## config.mk

```make
export PLATFORM = sky130hd
export DESIGN_NAME = vend_txn_ctrl_flat
export DESIGN_NICKNAME = d
export VERILOG_FILES = /design/src/rtl/vend_pkg.sv /design/src/rtl/vend_txn_ctrl_if.sv /design/src/rtl/vend_hs_timer.sv /design/src/rtl/vend_txn_ctrl.sv /design/src/flat_wrapper.sv
export SDC_FILE = /design/constraint.sdc
export NUM_CORES = 1
export LEC_CHECK = 0
export CAP_MARGIN = 20
export CORE_MARGIN = 4
export CORE_UTILIZATION = 53
export DETAILED_ROUTE_END_ITERATION = 16
export GPL_TIMING_DRIVEN = 0
export HOLD_SLACK_MARGIN = 0.05
export PLACE_DENSITY = 0.89
export SLEW_MARGIN = 40
export SYNTH_ARGS = -nofsm -noshare
export SYNTH_HDL_FRONTEND = slang
export SYNTH_HIERARCHICAL = 1
export SYNTH_SLANG_ARGS = --single-unit
```

## constraint.sdc

```tcl
create_clock -name clk -period 3.6 [get_ports clk]
set_input_delay 0.36 -clock clk [delete_from_list [all_inputs] [get_ports clk]]
set_output_delay 0.36 -clock clk [all_outputs]
set_load 0.01 [all_outputs]
```

## src/rtl/vend_pkg.sv

```systemverilog
// Shared types and constants for the vending transaction sequencer.
package vend_pkg;

  localparam int DEF_CREDIT_W    = 7;
  localparam int DEF_CREDIT_MAX  = 99;
  localparam int DEF_PRICE_W     = 4;
  localparam int DEF_IDX_W       = 3;
  localparam int DEF_TIMEOUT_CYC = 1000;
  localparam int COIN_W          = 5;

  localparam logic [COIN_W-1:0] COIN_1  = 5'd1;
  localparam logic [COIN_W-1:0] COIN_5  = 5'd5;
  localparam logic [COIN_W-1:0] COIN_10 = 5'd10;
  localparam logic [COIN_W-1:0] COIN_20 = 5'd20;

  typedef enum logic [1:0] {
    IDLE,
    DISPENSE,
    REFUND
  } vend_state_e;

  function automatic logic coin_legal(input logic [COIN_W-1:0] v);
    return (v == COIN_1) || (v == COIN_5) || (v == COIN_10) || (v == COIN_20);
  endfunction

endpackage

```

## src/rtl/vend_txn_ctrl_if.sv

```systemverilog
// Front-panel, dispenser and hopper signals of the vending sequencer.
// master = sequencer side, slave = panel/dispenser/hopper side.
interface vend_txn_ctrl_if #(
  parameter int CREDIT_W = 7,
  parameter int PRICE_W  = 4,
  parameter int IDX_W    = 3
);
  logic                coin_valid;
  logic [4:0]          coin_val;
  logic                buy_req;
  logic [IDX_W-1:0]    sel_idx;
  logic [PRICE_W-1:0]  price;
  logic                refund_req;
  logic                disp_req;
  logic [IDX_W-1:0]    disp_idx;
  logic                disp_ack;
  logic                chg_req;
  logic [CREDIT_W-1:0] chg_amt;
  logic                chg_ack;
  logic [CREDIT_W-1:0] credit;
  logic                busy;
  logic                coin_reject;
  logic                err_nocredit;
  logic                err_timeout;

  modport master (
    input  coin_valid, coin_val, buy_req, sel_idx, price, refund_req,
           disp_ack, chg_ack,
    output disp_req, disp_idx, chg_req, chg_amt, credit, busy,
           coin_reject, err_nocredit, err_timeout
  );

  modport slave (
    output coin_valid, coin_val, buy_req, sel_idx, price, refund_req,
           disp_ack, chg_ack,
    input  disp_req, disp_idx, chg_req, chg_amt, credit, busy,
           coin_reject, err_nocredit, err_timeout
  );
endinterface

```

## src/rtl/vend_hs_timer.sv

```systemverilog
// Handshake timeout counter shared by DISPENSE and REFUND; expired marks
// the TIMEOUT_CYC-th enabled cycle since the last clear.
module vend_hs_timer #(
  parameter int TIMEOUT_CYC = 1000
) (
  input  logic clk,
  input  logic rst,
  input  logic clr,
  input  logic en,
  output logic expired
);
  localparam int CNT_W = $clog2(TIMEOUT_CYC + 1);

  logic [CNT_W-1:0] cnt;

  always_ff @(posedge clk or negedge rst) begin
    if (!rst)      cnt <= '0;
    else if (clr)  cnt <= '0;
    else if (en)   cnt <= cnt + 1'b1;
  end

  assign expired = en && (cnt == CNT_W'(TIMEOUT_CYC - 1));
endmodule

```

## src/rtl/vend_txn_ctrl.sv

```systemverilog
// Vending credit transaction sequencer: arbitrates coin/buy/refund and runs
// dispenser/hopper handshakes with timeout. Option: VEND_AUTO_CHANGE_EN.
module vend_txn_ctrl
  import vend_pkg::*;
#(
  parameter int CREDIT_W    = DEF_CREDIT_W,
  parameter int CREDIT_MAX  = DEF_CREDIT_MAX,
  parameter int PRICE_W     = DEF_PRICE_W,
  parameter int IDX_W       = DEF_IDX_W,
  parameter int TIMEOUT_CYC = DEF_TIMEOUT_CYC
) (
  input logic             clk,
  input logic             rst,
  vend_txn_ctrl_if.master bus
);
  vend_state_e         state, state_nxt;
  logic [CREDIT_W-1:0] credit_q, credit_nxt;
  logic [CREDIT_W-1:0] amt_q, amt_nxt;
  logic [PRICE_W-1:0]  price_q, price_nxt;
  logic [IDX_W-1:0]    idx_q, idx_nxt;
  logic                coin_rej_q, coin_rej_nxt;
  logic                nocred_q, nocred_nxt;
  logic                tmo_q, tmo_nxt;
  logic                tmr_clr, tmr_expired;

  logic [CREDIT_W:0]   coin_sum;
  logic                coin_ok;
  logic                afford;
  logic [CREDIT_W-1:0] remain;

  // One extra bit on the sum so an over-limit coin cannot wrap into range.
  assign coin_sum = {1'b0, credit_q} + {{(CREDIT_W + 1 - COIN_W){1'b0}}, bus.coin_val};
  assign coin_ok  = coin_legal(bus.coin_val) && (coin_sum <= (CREDIT_W + 1)'(CREDIT_MAX));
  assign afford   = (bus.price != '0) && (credit_q >= CREDIT_W'(bus.price));
  assign remain   = credit_q - CREDIT_W'(price_q);

  vend_hs_timer #(.TIMEOUT_CYC(TIMEOUT_CYC)) u_timer (
    .clk     (clk),
    .rst     (rst),
    .clr     (tmr_clr),
    .en      (state != IDLE),
    .expired (tmr_expired)
  );

  always_ff @(posedge clk or negedge rst) begin
    if (!rst) begin
      state      <= IDLE;
      credit_q   <= '0;
      amt_q      <= '0;
      price_q    <= '0;
      idx_q      <= '0;
      coin_rej_q <= 1'b0;
      nocred_q   <= 1'b0;
      tmo_q      <= 1'b0;
    end else begin
      state      <= state_nxt;
      credit_q   <= credit_nxt;
      amt_q      <= amt_nxt;
      price_q    <= price_nxt;
      idx_q      <= idx_nxt;
      coin_rej_q <= coin_rej_nxt;
      nocred_q   <= nocred_nxt;
      tmo_q      <= tmo_nxt;
    end
  end

  always_comb begin
    state_nxt    = state;
    credit_nxt   = credit_q;
    amt_nxt      = amt_q;
    price_nxt    = price_q;
    idx_nxt      = idx_q;
    coin_rej_nxt = bus.coin_valid;
    nocred_nxt   = 1'b0;
    tmo_nxt      = 1'b0;
    tmr_clr      = 1'b0;

    case (state)
      IDLE: begin
        if (bus.refund_req) begin
          if (credit_q != '0) begin
            state_nxt = REFUND;
            amt_nxt   = credit_q;
            tmr_clr   = 1'b1;
          end
        end else if (bus.buy_req) begin
          if (!afford) begin
            nocred_nxt = 1'b1;
          end else begin
            state_nxt = DISPENSE;
            price_nxt = bus.price;
            idx_nxt   = bus.sel_idx;
            tmr_clr   = 1'b1;
          end
        end else if (bus.coin_valid && coin_ok) begin
          credit_nxt   = coin_sum[CREDIT_W-1:0];
          coin_rej_nxt = 1'b0;
        end
      end

      DISPENSE: begin
        if (bus.disp_ack) begin
          credit_nxt = remain;
          state_nxt  = IDLE;
`ifdef VEND_AUTO_CHANGE_EN
          if (remain != '0) begin
            state_nxt = REFUND;
            amt_nxt   = remain;
            tmr_clr   = 1'b1;
          end
`endif
        end else if (tmr_expired) begin
          tmo_nxt   = 1'b1;
          state_nxt = IDLE;
        end
      end

      REFUND: begin
        if (bus.chg_ack) begin
          credit_nxt = '0;
          amt_nxt    = '0;
          state_nxt  = IDLE;
        end else if (tmr_expired) begin
          tmo_nxt   = 1'b1;
          amt_nxt   = '0;
          state_nxt = IDLE;
        end
      end

      default: state_nxt = IDLE;
    endcase
  end

  assign bus.credit       = credit_q;
  assign bus.busy         = (state != IDLE);
  assign bus.disp_req     = (state == DISPENSE);
  assign bus.disp_idx     = idx_q;
  assign bus.chg_req      = (state == REFUND);
  assign bus.chg_amt      = amt_q;
  assign bus.coin_reject  = coin_rej_q;
  assign bus.err_nocredit = nocred_q;
  assign bus.err_timeout  = tmo_q;
endmodule

```

## src/flat_wrapper.sv

```systemverilog
// flat-port wrapper written by rule: the top's interface ports become plain ports
module vend_txn_ctrl_flat import vend_pkg::*;
#(
  parameter int CREDIT_W    = DEF_CREDIT_W,
  parameter int CREDIT_MAX  = DEF_CREDIT_MAX,
  parameter int PRICE_W     = DEF_PRICE_W,
  parameter int IDX_W       = DEF_IDX_W,
  parameter int TIMEOUT_CYC = DEF_TIMEOUT_CYC
)
  (clk, rst, bus_coin_valid, bus_coin_val, bus_buy_req, bus_sel_idx, bus_price, bus_refund_req, bus_disp_ack, bus_chg_ack, bus_disp_req, bus_disp_idx, bus_chg_req, bus_chg_amt, bus_credit, bus_busy, bus_coin_reject, bus_err_nocredit, bus_err_timeout);
  vend_txn_ctrl_if #(.CREDIT_W(CREDIT_W), .PRICE_W(PRICE_W), .IDX_W(IDX_W)) bus_i ();
  input logic clk;
  input logic rst;
  input wire logic [$bits(bus_i.coin_valid)-1:0] bus_coin_valid;
  input wire logic [$bits(bus_i.coin_val)-1:0] bus_coin_val;
  input wire logic [$bits(bus_i.buy_req)-1:0] bus_buy_req;
  input wire logic [$bits(bus_i.sel_idx)-1:0] bus_sel_idx;
  input wire logic [$bits(bus_i.price)-1:0] bus_price;
  input wire logic [$bits(bus_i.refund_req)-1:0] bus_refund_req;
  input wire logic [$bits(bus_i.disp_ack)-1:0] bus_disp_ack;
  input wire logic [$bits(bus_i.chg_ack)-1:0] bus_chg_ack;
  output wire logic [$bits(bus_i.disp_req)-1:0] bus_disp_req;
  output wire logic [$bits(bus_i.disp_idx)-1:0] bus_disp_idx;
  output wire logic [$bits(bus_i.chg_req)-1:0] bus_chg_req;
  output wire logic [$bits(bus_i.chg_amt)-1:0] bus_chg_amt;
  output wire logic [$bits(bus_i.credit)-1:0] bus_credit;
  output wire logic [$bits(bus_i.busy)-1:0] bus_busy;
  output wire logic [$bits(bus_i.coin_reject)-1:0] bus_coin_reject;
  output wire logic [$bits(bus_i.err_nocredit)-1:0] bus_err_nocredit;
  output wire logic [$bits(bus_i.err_timeout)-1:0] bus_err_timeout;
  assign bus_i.coin_valid = bus_coin_valid;
  assign bus_i.coin_val = bus_coin_val;
  assign bus_i.buy_req = bus_buy_req;
  assign bus_i.sel_idx = bus_sel_idx;
  assign bus_i.price = bus_price;
  assign bus_i.refund_req = bus_refund_req;
  assign bus_i.disp_ack = bus_disp_ack;
  assign bus_i.chg_ack = bus_chg_ack;
  assign bus_disp_req = bus_i.disp_req;
  assign bus_disp_idx = bus_i.disp_idx;
  assign bus_chg_req = bus_i.chg_req;
  assign bus_chg_amt = bus_i.chg_amt;
  assign bus_credit = bus_i.credit;
  assign bus_busy = bus_i.busy;
  assign bus_coin_reject = bus_i.coin_reject;
  assign bus_err_nocredit = bus_i.err_nocredit;
  assign bus_err_timeout = bus_i.err_timeout;
  vend_txn_ctrl #(.CREDIT_W(CREDIT_W), .CREDIT_MAX(CREDIT_MAX), .PRICE_W(PRICE_W), .IDX_W(IDX_W), .TIMEOUT_CYC(TIMEOUT_CYC)) u_core (.clk(clk), .rst(rst), .bus(bus_i));
endmodule
```

==> After elaboration in Yosys (flattened, before gate mapping) <==
Index checks and enable logic that the tools add are counted.
{ "totals": {"input_bits": 19, "elab_cells": 89, "ff_bits": 36, "out_inout_bits": 23} }
{ "classes": {"order_cmp": 2, "mux": 38, "n_addsub": 3, "reduce_logical": 18, "eq_ne": 18, "bitwise_logic": 1} }
{ "op_table": {"columns": ["op", "n"], "rows": [
  ["7-bit two-way mux", 9],
  ["7-bit case mux with 3 select lines", 1],
  ["10-bit two-way mux", 2],
  ["1-bit two-way mux", 16],
  ["2-bit two-way mux", 7],
  ["7-bit case mux with 2 select lines", 1],
  ["10-bit by 1-bit adder with 10-bit output, second input constant", 1],
  ["10-bit equality test, second input constant", 1],
  ["2-bit inequality test, second input constant", 5],
  ["3-bit by 2-bit inequality test with 1-bit output, second input constant", 3],
  ["7-bit by 5-bit adder with 8-bit output", 1],
  ["8-bit by 7-bit less-or-equal comparator with 1-bit output, second input constant", 1],
  ["4-bit AND reduction", 2],
  ["7-bit by 4-bit greater-or-equal comparator with 1-bit output", 1],
  ["7-bit nonzero test", 1],
  ["7-bit by 4-bit subtractor with 7-bit output", 1],
  ["2-bit case mux with 3 select lines", 1],
  ["6-bit AND reduction", 1],
  ["2-bit nonzero test", 3],
  ["5-bit by 1-bit equality test with 1-bit output, second input constant", 1],
  ["5-bit by 3-bit equality test with 1-bit output, second input constant", 1],
  ["5-bit by 4-bit equality test with 1-bit output, second input constant", 1],
  ["5-bit equality test, second input constant", 1],
  ["1-bit logical AND", 4],
  ["other kinds (11)", 14]
]} }

==> Longest topological paths before layout <==
Gate-level depths: netlist (run 1).
{ "depth": {"word_depth": 10, "mapped_depth": 13, "depth_no_buf": 12} }

==> Cells and area by module <==
The synthesis (run 1) kept the hierarchy.
{ "by_module_without_submodules": {"columns": ["module", "cells_each", "instances", "area_per_inst_um2", "seq_area_each_um2"], "rows": [
  ["vend_txn_ctrl", 215, 1, 1934.4, 650.6],
  ["vend_hs_timer", 52, 1, 518.0, 250.2]
]} }

==> Worst setup path before layout (run 1) <==
OpenSTA, ideal clock, no wires.
{ "synth_path": {"path_kind": "reg2reg", "start": "reg u_core.credit_q[0] (netlist: u_core/bus.credit[0])", "end": "reg u_core.credit_q[6] (netlist: u_core/bus.credit[6])", "synth_period_minus_slack_ps": 2673, "n_path_buf": 0, "t_arrival_ps": 2592, "path_stages_with_launch": 10, "setup_ps": 81, "slack_ps": 927, "required_time_ps": 3519, "path_cell_list": "dfrtp_1 > ha_1 > fa_1 > or2_1 > o22ai_1 > a22oi_1 > o221a_2 > o21a_1 > or4_4 > o211ai_2"} }
{ "synth_via": {"elab_chain_len": 6, "word_cells_on_any_way": 12, "cone_classes": "add/sub (2); order compare (1); eq/ne (1); mux (5); reduce/logical (3)"} }
{ "synth_rtl": {"columns": ["element", "line_no", "rtl"], "rows": [
  ["start: declaration", "vend_txn_ctrl.sv:17", "logic [CREDIT_W-1:0] credit_q, credit_nxt;"],
  ["start signal: assignment", "vend_txn_ctrl.sv:57", "credit_q <= credit_nxt;"],
  ["7-bit by 5-bit adder with 8-bit output", "vend_txn_ctrl.sv:32", "assign coin_sum = {1'b0, credit_q} + {{(CREDIT_W + 1 - COIN_W){1'b0}}, bus.coin_val};"],
  ["8-bit by 7-bit less-or-equal comparator with 1-bit output", "vend_txn_ctrl.sv:33", "assign coin_ok = coin_legal(bus.coin_val) && (coin_sum <= (CREDIT_W + 1)'(CREDIT_MAX));"],
  ["1-bit logical AND", "vend_txn_ctrl.sv:33", null],
  ["1-bit logical AND", "vend_txn_ctrl.sv:95", "end else if (bus.coin_valid && coin_ok) begin"],
  ["2-bit by 1-bit inequality test with 1-bit output (no source line)", null, null],
  ["6-bit AND reduction (no source line)", null, null]
]} }
Several ways; a longest one is shown, not always the timed one. The select of a mux whose other input is x is not followed.
A chain may end at the register's enable or synchronous reset.

==> Worst setup path after layout (run 1) <==
{ "layout_path": {"start": "in bus_coin_val[0]", "end": "reg u_core.credit_q[6] (netlist: u_core/bus.credit[6])"} }
{ "layout_via": {"elab_chain_len": 8, "word_cells_on_any_way": 17, "cone_classes": "add/sub (1); order compare (1); eq/ne (5); mux (4); reduce/logical (6)"} }
{ "layout_rtl": {"columns": ["element", "line_no", "rtl"], "rows": [
  ["start: declaration", "flat_wrapper.sv:15", "input wire logic [$bits(bus_i.coin_val)-1:0] bus_coin_val;"],
  ["parallel branches: the longest is 8 deep, another holds 7-bit by 5-bit adder with 8-bit output", null, null]
]} }
Several ways; the timed one is not identified. The select of a mux whose other input is x is not followed.

==> results of run 1 <==
routing by layer:
layer  share of wire, %  global-route usage (%)  wire, µm  vias up
met4                1.3                    7.83        76        0
met1                 44                    26.7      2570     1053
met5                  0                       0         0        -
li1                   -                       -         -     1070
met2                 48                    32.8      2850       75
met3                6.7                    3.90       396        6
synthesized netlist by cell type (all sizes together) (3+ instances only):
cell type  number  area (µm²)
o22a            3        26.3
o21ai          20         100
mux2            4        45.0
nand3b          6        45.0
dfrtp          36         901
nor2b           3        18.8
nor2           13        48.8
nand4           4        25.0
nand2b          4        25.0
buf             4        22.5
nor3b           3        22.5
xnor2           5        43.8
xor2            4        35.0
or4             8        67.6
ha             18         225
o31ai           5        37.5
nand3           6        30.0
or3             3        20.0
a21oi          15        75.1
nand2          26        97.6
a211o           3        26.3
a21o            7        52.6
inv            22        82.6
a31oi           4        25.0
nor3            5        25.0
o41ai           3        26.3
clkbuf          6        22.5
per-stage QoR:
stage                     total power [µW]  util, %  instance area, µm²  cells
after floorplan                       1600        -                2450    267
after global placement                2010     66.3                2930    360
after detailed placement              2080     66.8                2950    361
after CTS                             2390     69.2                3060    369
after global routing                  2580     69.2                3060    369
final                                 2400     69.2                3060    369
worst reg2reg max path: cells and delay by family (launching register included):
family                     cells  cell delay, ns
DFF                            1            0.42
and+or+nand+nor                2            0.75
adders and majority gates      2            0.68
AOI/OAI and AO/OA              5            0.99
flip-flops by register name, indices dropped and copies added (netlist names):
register,count
u_core/bus.coin_reject,1
u_core/bus.err_nocredit,1
u_core/state,2
u_core/bus.credit,7
u_core/u_timer/cnt,10
u_core/bus.chg_amt,7
u_core/price_q,4
u_core/bus.disp_idx,3
u_core/bus.err_timeout,1
layout by cell type, fill, tap and decap left out, types with 6 or more instances in the layout:
| cell type | count |
|---|---|
| nand3_1 | 6 |
| dfrtp_1 | 36 |
| clkbuf_8 | 7 |
| ha_1 | 18 |
| a21oi_1 | 15 |
| nor2_1 | 13 |
| o21ai_0 | 15 |
| nand2_1 | 26 |
| nand3b_1 | 6 |
| inv_1 | 22 |
| or4_1 | 6 |
| a21o_1 | 7 |
| clkdlybuf4s50_1 | 40 |
| clkbuf_1 | 6 |
how the worst min path moves through the flow:
stage	endpoint	from
2_1_floorplan	u_core/bus.chg_amt[0]	rst
3_3_place_gp	u_core/bus.chg_amt[5]	u_core/bus.chg_amt[5]
3_5_place_dp	u_core/bus.chg_amt[1]	rst
4_1_cts	u_core/bus.disp_idx[0]	u_core/bus.disp_idx[0]
5_1_grt	u_core/bus.disp_idx[0]	u_core/bus.disp_idx[0]
6_report	u_core/bus.disp_idx[0]	u_core/bus.disp_idx[0]
cell families after synthesis:
kind of cell | count (synthesis) | synth area share (%)
and+or+nand+nor | 88 | 19.5
muxes | 5 | 2.24
buffers and inverters | 32 | 5.20
adders and majority gates | 20 | 10.8
AOI/OAI and AO/OA | 77 | 22.3
xor gates and xnor gates | 9 | 3.21
DFF | 36 | 36.7
layout make-up:
| cell class | count | area share, % |
|---|---|---|
| plain buffers | 10 | 1.47 |
| clock buffers | 7 | 3.15 |
| inverters | 22 | 2.70 |
| multi-input cells | 199 | 46.6 |
| flip-flops and latches | 36 | 29.5 |
| well taps | 52 | 2.13 |
| repair buffers | 43 | 14.5 |
power groups by stage:
stage | clock network (µW) | registers [µW] | logic [µW]
finish | 305 | 660 | 1430
global route | 329 | 678 | 1580
CTS | 313 | 662 | 1420
detailed placement | 0 | 669 | 1410
global placement | 0 | 658 | 1360
floorplan | 0 | 670 | 932
==> flow_summary_export.csv, run 1 <==
group,metric,value,unit
critical_path,r2r_slack,0.71,ns
die,initial_utilization,55.6,%
route,viasPerCell,5.97,
global_route,grt_start_max_net_pins,23,
sta,worstMarginPinSlew,0.486,ns
critical_path,cp-end-kind,"register",
critical_path,worst_setup_path_start_kind,"primary input",
sta,hold_violations,0,
sta,setup_viol,0,
placed_design,routabilityCongestion,0.909,
synth,syn-num-nets,306,
flow_run,drv_cap,0,
synth,synth_flop_cell,"dfrtp_1",
power_and_ir_drop,p_seq_share,27.5,%
power_and_ir_drop,clockPowerShare,12.7,%
synth,ys_ff_latch,36,
final_layout,multi_input_area,1420,µm²
global_route,grt_usage,20.3,%
final_layout,antenna_cells,0,
hold_path,hold_path.class,"reg -> reg",
placed_design,place_ws,0.275,ns
critical_path,arrival,3.27,ns
critical_path,cp_slowest_cell,"or4_4",
sta,fin_crit_sh,85.2,%
sta,fin_crit,3.07,ns
die,fp-row-count,24,
critical_path,timing.critical_path.buf_inv,1,
route,drtAntennaViolNets,0,
die,die-height,76.0,µm
critical_path,cp_max_fo,6,
clock_network,cts_resized,0,
global_route,grt_pass1_wl,9580,µm
power_and_ir_drop,p_per_area,784,nW/µm²
global_route,antenna_found_initial,0,
power_and_ir_drop,peakVddDrop,0.488,mV
route,wl,5890,µm
final_layout,seq_area,901,µm²
power_and_ir_drop,p_leak,0.00133,µW
synth,async_reset_ff_share,100,%
critical_path,path_cells,"clkdlybuf4s50_1, ha_1, fa_1, or2_1, o22ai_1, a22oi_1, o221a_2, o21a_1, or4_4, o211ai_2",
clock_network,clkTransAtPathRegs,0.07,ns
critical_path,startpoint,"bus_coin_val[0]",
synth,avgSynthCellArea,9.18,µm²
sta,max-slew-margin-rel,67.6,%
clock_network,h-tree-depth,2,
synth,ys_seq_area_share,36.7,%
die,die_area,5780,µm²
route,drt_iter0_drc,198,
route,num_vias,2204,
power_and_ir_drop,switchingPower,1030,µW
synth,synth-edff-count,0,
placed_design,numPortBuffers,41,
synth,synthCells,267,
sta,max_clock_freq,326,MHz
sta,finalWorstSetupSlack,0.534,ns
die,fp.dieW,76.0,µm
global_route,globalRoute.totalOverflow,0,
route,drc,0,
critical_path,slowest_delay,0.50,ns
clock_network,cts_buffer_depth,2,
sta,worst_hold_slack,0.505,ns
clock_network,cts_root_buf,"clkbuf_8",
final_layout,fillerInstances,355,
sta,setup_tns,0,ns
critical_path,reg2reg_from,"u_core/bus.credit[0]",
critical_path,crit_type,"in -> reg",
route,avgRoutedWirePerCell,16.0,µm
final_layout,drive_gt1_share,7.89,%
critical_path,critical_path_cell_count,10,
sta,maxSlewViolCount,0,
power_and_ir_drop,p_comb_share,59.7,%
hold_path,hold_depth,1,
sta,fin_skew,0.00368,ns
sta,rsz0062_at_grt,"false",
final_layout,fin_nets,356,
route,drtPass1Iterations,4,
power_and_ir_drop,switching_share,43.0,%
global_route,grt_pass1_vias,2072,
clock_network,cts_buffers,5,
outcome,outcome,"finished, final reports clean",
critical_path,critPathTopFamily,"compound AO/OA/AOI/OAI gates",
power_and_ir_drop,p_int,1370,µW
synth,ys_warn_count,6,
clock_network,cts_hold_buf,1,
placed_design,post-dp-hpwl,4550,µm
clock_network,post_cts_buffers,0,
clock_network,cts_tree,"built",
die,coreArea,4410,µm²
final_layout,syn2layout_area_growth,24.6,%
clock_network,cts.sinks,36,
clock_network,clock_latency,0.29,ns
synth,syn_area,2450,µm²
synth,yosysUniqueCellTypes,52,
critical_path,cp-endpoint,"u_core/bus.credit[6]",
critical_path,critPathRequiredTime,3.81,ns
critical_path,reg2reg_depth,9,
die,io_pins,42,
critical_path,reg2reg_to,"u_core/bus.credit[6]",
Power figures use the tool's default switching activity.
==> run 2, diff against run 1 <==
SYNTH_HIERARCHICAL = unset   (was 1)
==> run 2 against run 1 <==
Compared with the run above: routed wire length shrank 2.7%; highest routed layer unchanged; critical path type unchanged; sequential power up 3.3%; clock-buffer cell count did not move; critical path depth grew 2; largest power group unchanged.
==> flow_summary_export.csv, run 2 <==
group,metric,value,unit
die,io_pins,42,
final_layout,final_cell_mix,"40 x clkdlybuf4s50_1, 36 x dfrtp_1, 28 x nand2_1",
synth,avgSynthCellArea,9.11,µm²
power_and_ir_drop,peakVddDrop,0.495,mV
synth,syn-num-nets,296,
global_route,grt_usage,23.2,%
final_layout,final_common_cell,"clkdlybuf4s50_1",
clock_network,h-tree-depth,2,
critical_path,slowest_delay,0.52,ns
final_layout,fillerInstances,312,
critical_path,path_cells,"clkdlybuf4s50_1, ha_1, inv_1, fa_1, nand2b_1, a21oi_1, o21ai_0, or3_1, a221oi_2, o32ai_2, a221oi_1, nand2_1",
synth,ys_ff_latch,36,
clock_network,cts_buffer_depth,2,
route,drtPass1Iterations,5,
clock_network,cts_tree,"built",
final_layout,final_cells,358,
power_and_ir_drop,p_leak,0.00132,µW
sta,fin_crit,3.22,ns
sta,rsz0062_at_grt,"false",
sta,hold_violations,0,
sta,max-slew-margin-rel,64.6,%
die,die_area,5540,µm²
hold_path,hold_path.class,"reg -> reg",
flow_run,drv_cap,0,
final_layout,drive_gt1_share,7.47,%
clock_network,clkTransAtPathRegs,0.07,ns
critical_path,cp_slowest_cell,"clkdlybuf4s50_1",
global_route,grt_pass1_vias,2139,
clock_network,post_cts_buffers,0,
synth,yosysUniqueCellTypes,47,
clock_network,cts_root_buf,"clkbuf_8",
final_layout,regMostFlops,"u_core.u_timer.cnt",
die,fp.dieW,74.5,µm
route,drt_iter0_drc,173,
placed_design,dp.cells,349,
placed_design,numPortBuffers,41,
global_route,globalRoute.totalOverflow,0,
route,viasPerCell,5.92,
sta,setup_viol,0,
power_and_ir_drop,p_per_area,885,nW/µm²
critical_path,cp-end-kind,"register",
sta,maxSlewViolCount,0,
die,coreArea,4140,µm²
synth,synth_top_area_share,38.5,%
synth,ys_top_cells_by_count,"36 x dfrtp_1, 28 x nand2_1, 26 x o21ai_0",
synth,synth_flop_cell,"dfrtp_1",
critical_path,critPathRequiredTime,3.78,ns
final_layout,antenna_cells,0,
synth,async_reset_ff_share,100,%
die,die-height,74.5,µm
outcome,outcome,"finished, final reports clean",
synth,synth.most_common_cell,"dfrtp_1",
route,drc,0,
power_and_ir_drop,totalPowerFinal,2630,µW
final_layout,largest_reg_flops,10,
global_route,antenna_found_initial,0,
route,drtAntennaViolNets,0,
clock_network,cts_hold_buf,1,
sta,setup_tns,0,ns
synth,synthCells,257,
final_layout,syn2layout_area_growth,27.0,%
synth,synth-edff-count,0,
critical_path,cp_max_fo,5,
route,wl,5730,µm
route,avgRoutedWirePerCell,16.0,µm
clock_network,cts.sinks,36,
final_layout,fin_nets,346,
synth,syn_area,2340,µm²
die,fp-row-count,23,
critical_path,crit_type,"in -> reg",
critical_path,arrival,3.40,ns
clock_network,clock_latency,0.29,ns
critical_path,worst_setup_path_start_kind,"primary input",
sta,worstMarginPinSlew,0.525,ns
global_route,grt_start_max_net_pins,23,
synth,yosys.area.top_type,"dfrtp_1",
global_route,grt_pass1_wl,9870,µm
clock_network,cts_resized,0,
sta,fin_crit_sh,89.5,%
die,initial_utilization,56.5,%
sta,max_clock_freq,310,MHz
route,num_vias,2118,
synth,ys_top_cells_by_area,"dfrtp_1 38%, ha_1 9.6%, o21ai_0 5.6%",
synth,ys_seq_area_share,38.5,%
placed_design,routabilityCongestion,0.885,
clock_network,cts_buffers,5,
placed_design,post-dp-hpwl,4410,µm
sta,fin_skew,0.00563,ns
synth,ys_warn_count,0,
==> run 2: cell families after synthesis <==
family	count (synthesis)	synth area share, %
and+or+nand+nor	85	17.9
AOI/OAI and AO/OA	72	21.1
DFF	36	38.5
buffers and inverters	31	5.67
adders and majority gates	20	11.3
muxes	7	3.26
xor gates and xnor gates	6	2.25
==> run 2: cell type report <==
type | instances | area (µm²) | share of cell area, %
tap | 50 | 62.6 | 2.10
clock inverter | 1 | 30.0 | 1.01
buffer | 8 | 46.3 | 1.56
inverter | 23 | 86.3 | 2.90
timing repair buffer | 43 | 443 | 14.9
clock buffer | 7 | 96.3 | 3.24
sequential | 36 | 901 | 30.3
multi-input combinational | 190 | 1310 | 44.0
==> run 2: layer usage <==
layer / track usage (%) / part of all wire, % / vias to the layer above / wire length, µm
li1: - / - / 1026 / -
met1: 30.3 / 44 / 999 / 2500
met2: 38.1 / 49 / 81 / 2780
met3: 5.00 / 6.1 / 12 / 347
met4: 8.10 / 1.8 / 0 / 101
met5: 0 / 0 / - / 0
==> run 2: critical path, delay by kind of cell <==
| family | cells | cell delay (ns) |
|---|---|---|
| simple gates | 3 | 0.63 |
| fa+ha+maj | 2 | 0.63 |
| buf+inv | 2 | 0.58 |
| compound gates | 5 | 1.20 |
==> run 2: power by group <==
part	total, µW	switching [µW]	leakage [µW]	internal (µW)
logic	1560	845	0.000792	719
registers	682	136	0.000461	545
clock network	386	142	0.0000645	244
==> run 2: per-stage QoR <==
stage | area [µm²] | hold slack [ns] | utilization [%] | setup slack (ns)
detailed placement | 2840 | 0.299 | 68.4 | 0.0894
floorplan | 2340 | 0.0644 | - | 0.823
CTS | 2970 | 0.491 | 71.7 | 0.395
global placement | 2810 | 0.462 | 67.9 | 0.152
finish | 2970 | 0.483 | 71.7 | 0.379
global route | 2970 | 0.539 | 71.7 | 0.195
==> run 2: final timing paths <==
path / startpoint / end / slack, ns / cells past startpoint
min in group asynchronous: rst / u_core.bus.chg_amt[0] / 0.52 / 2
min reg2reg: u_core.bus.chg_amt[2] / u_core.bus.chg_amt[2] / 0.48 / 2
max reg2reg: u_core.bus.credit[1] / u_core.bus.credit[6] / 0.50 / 10
min: u_core.bus.chg_amt[2] / u_core.bus.chg_amt[2] / 0.48 / 2
max in group asynchronous: rst / u_core.bus.credit[1] / 2.64 / 3
max: bus_coin_val[0] / u_core.bus.credit[6] / 0.38 / 12
==> run 3, diff against run 2 <==
CTS_CLUSTER_SIZE = 16   (was unset)
==> results of run 3 <==
Final layout, timing and power as in run 2 (identical DEF).
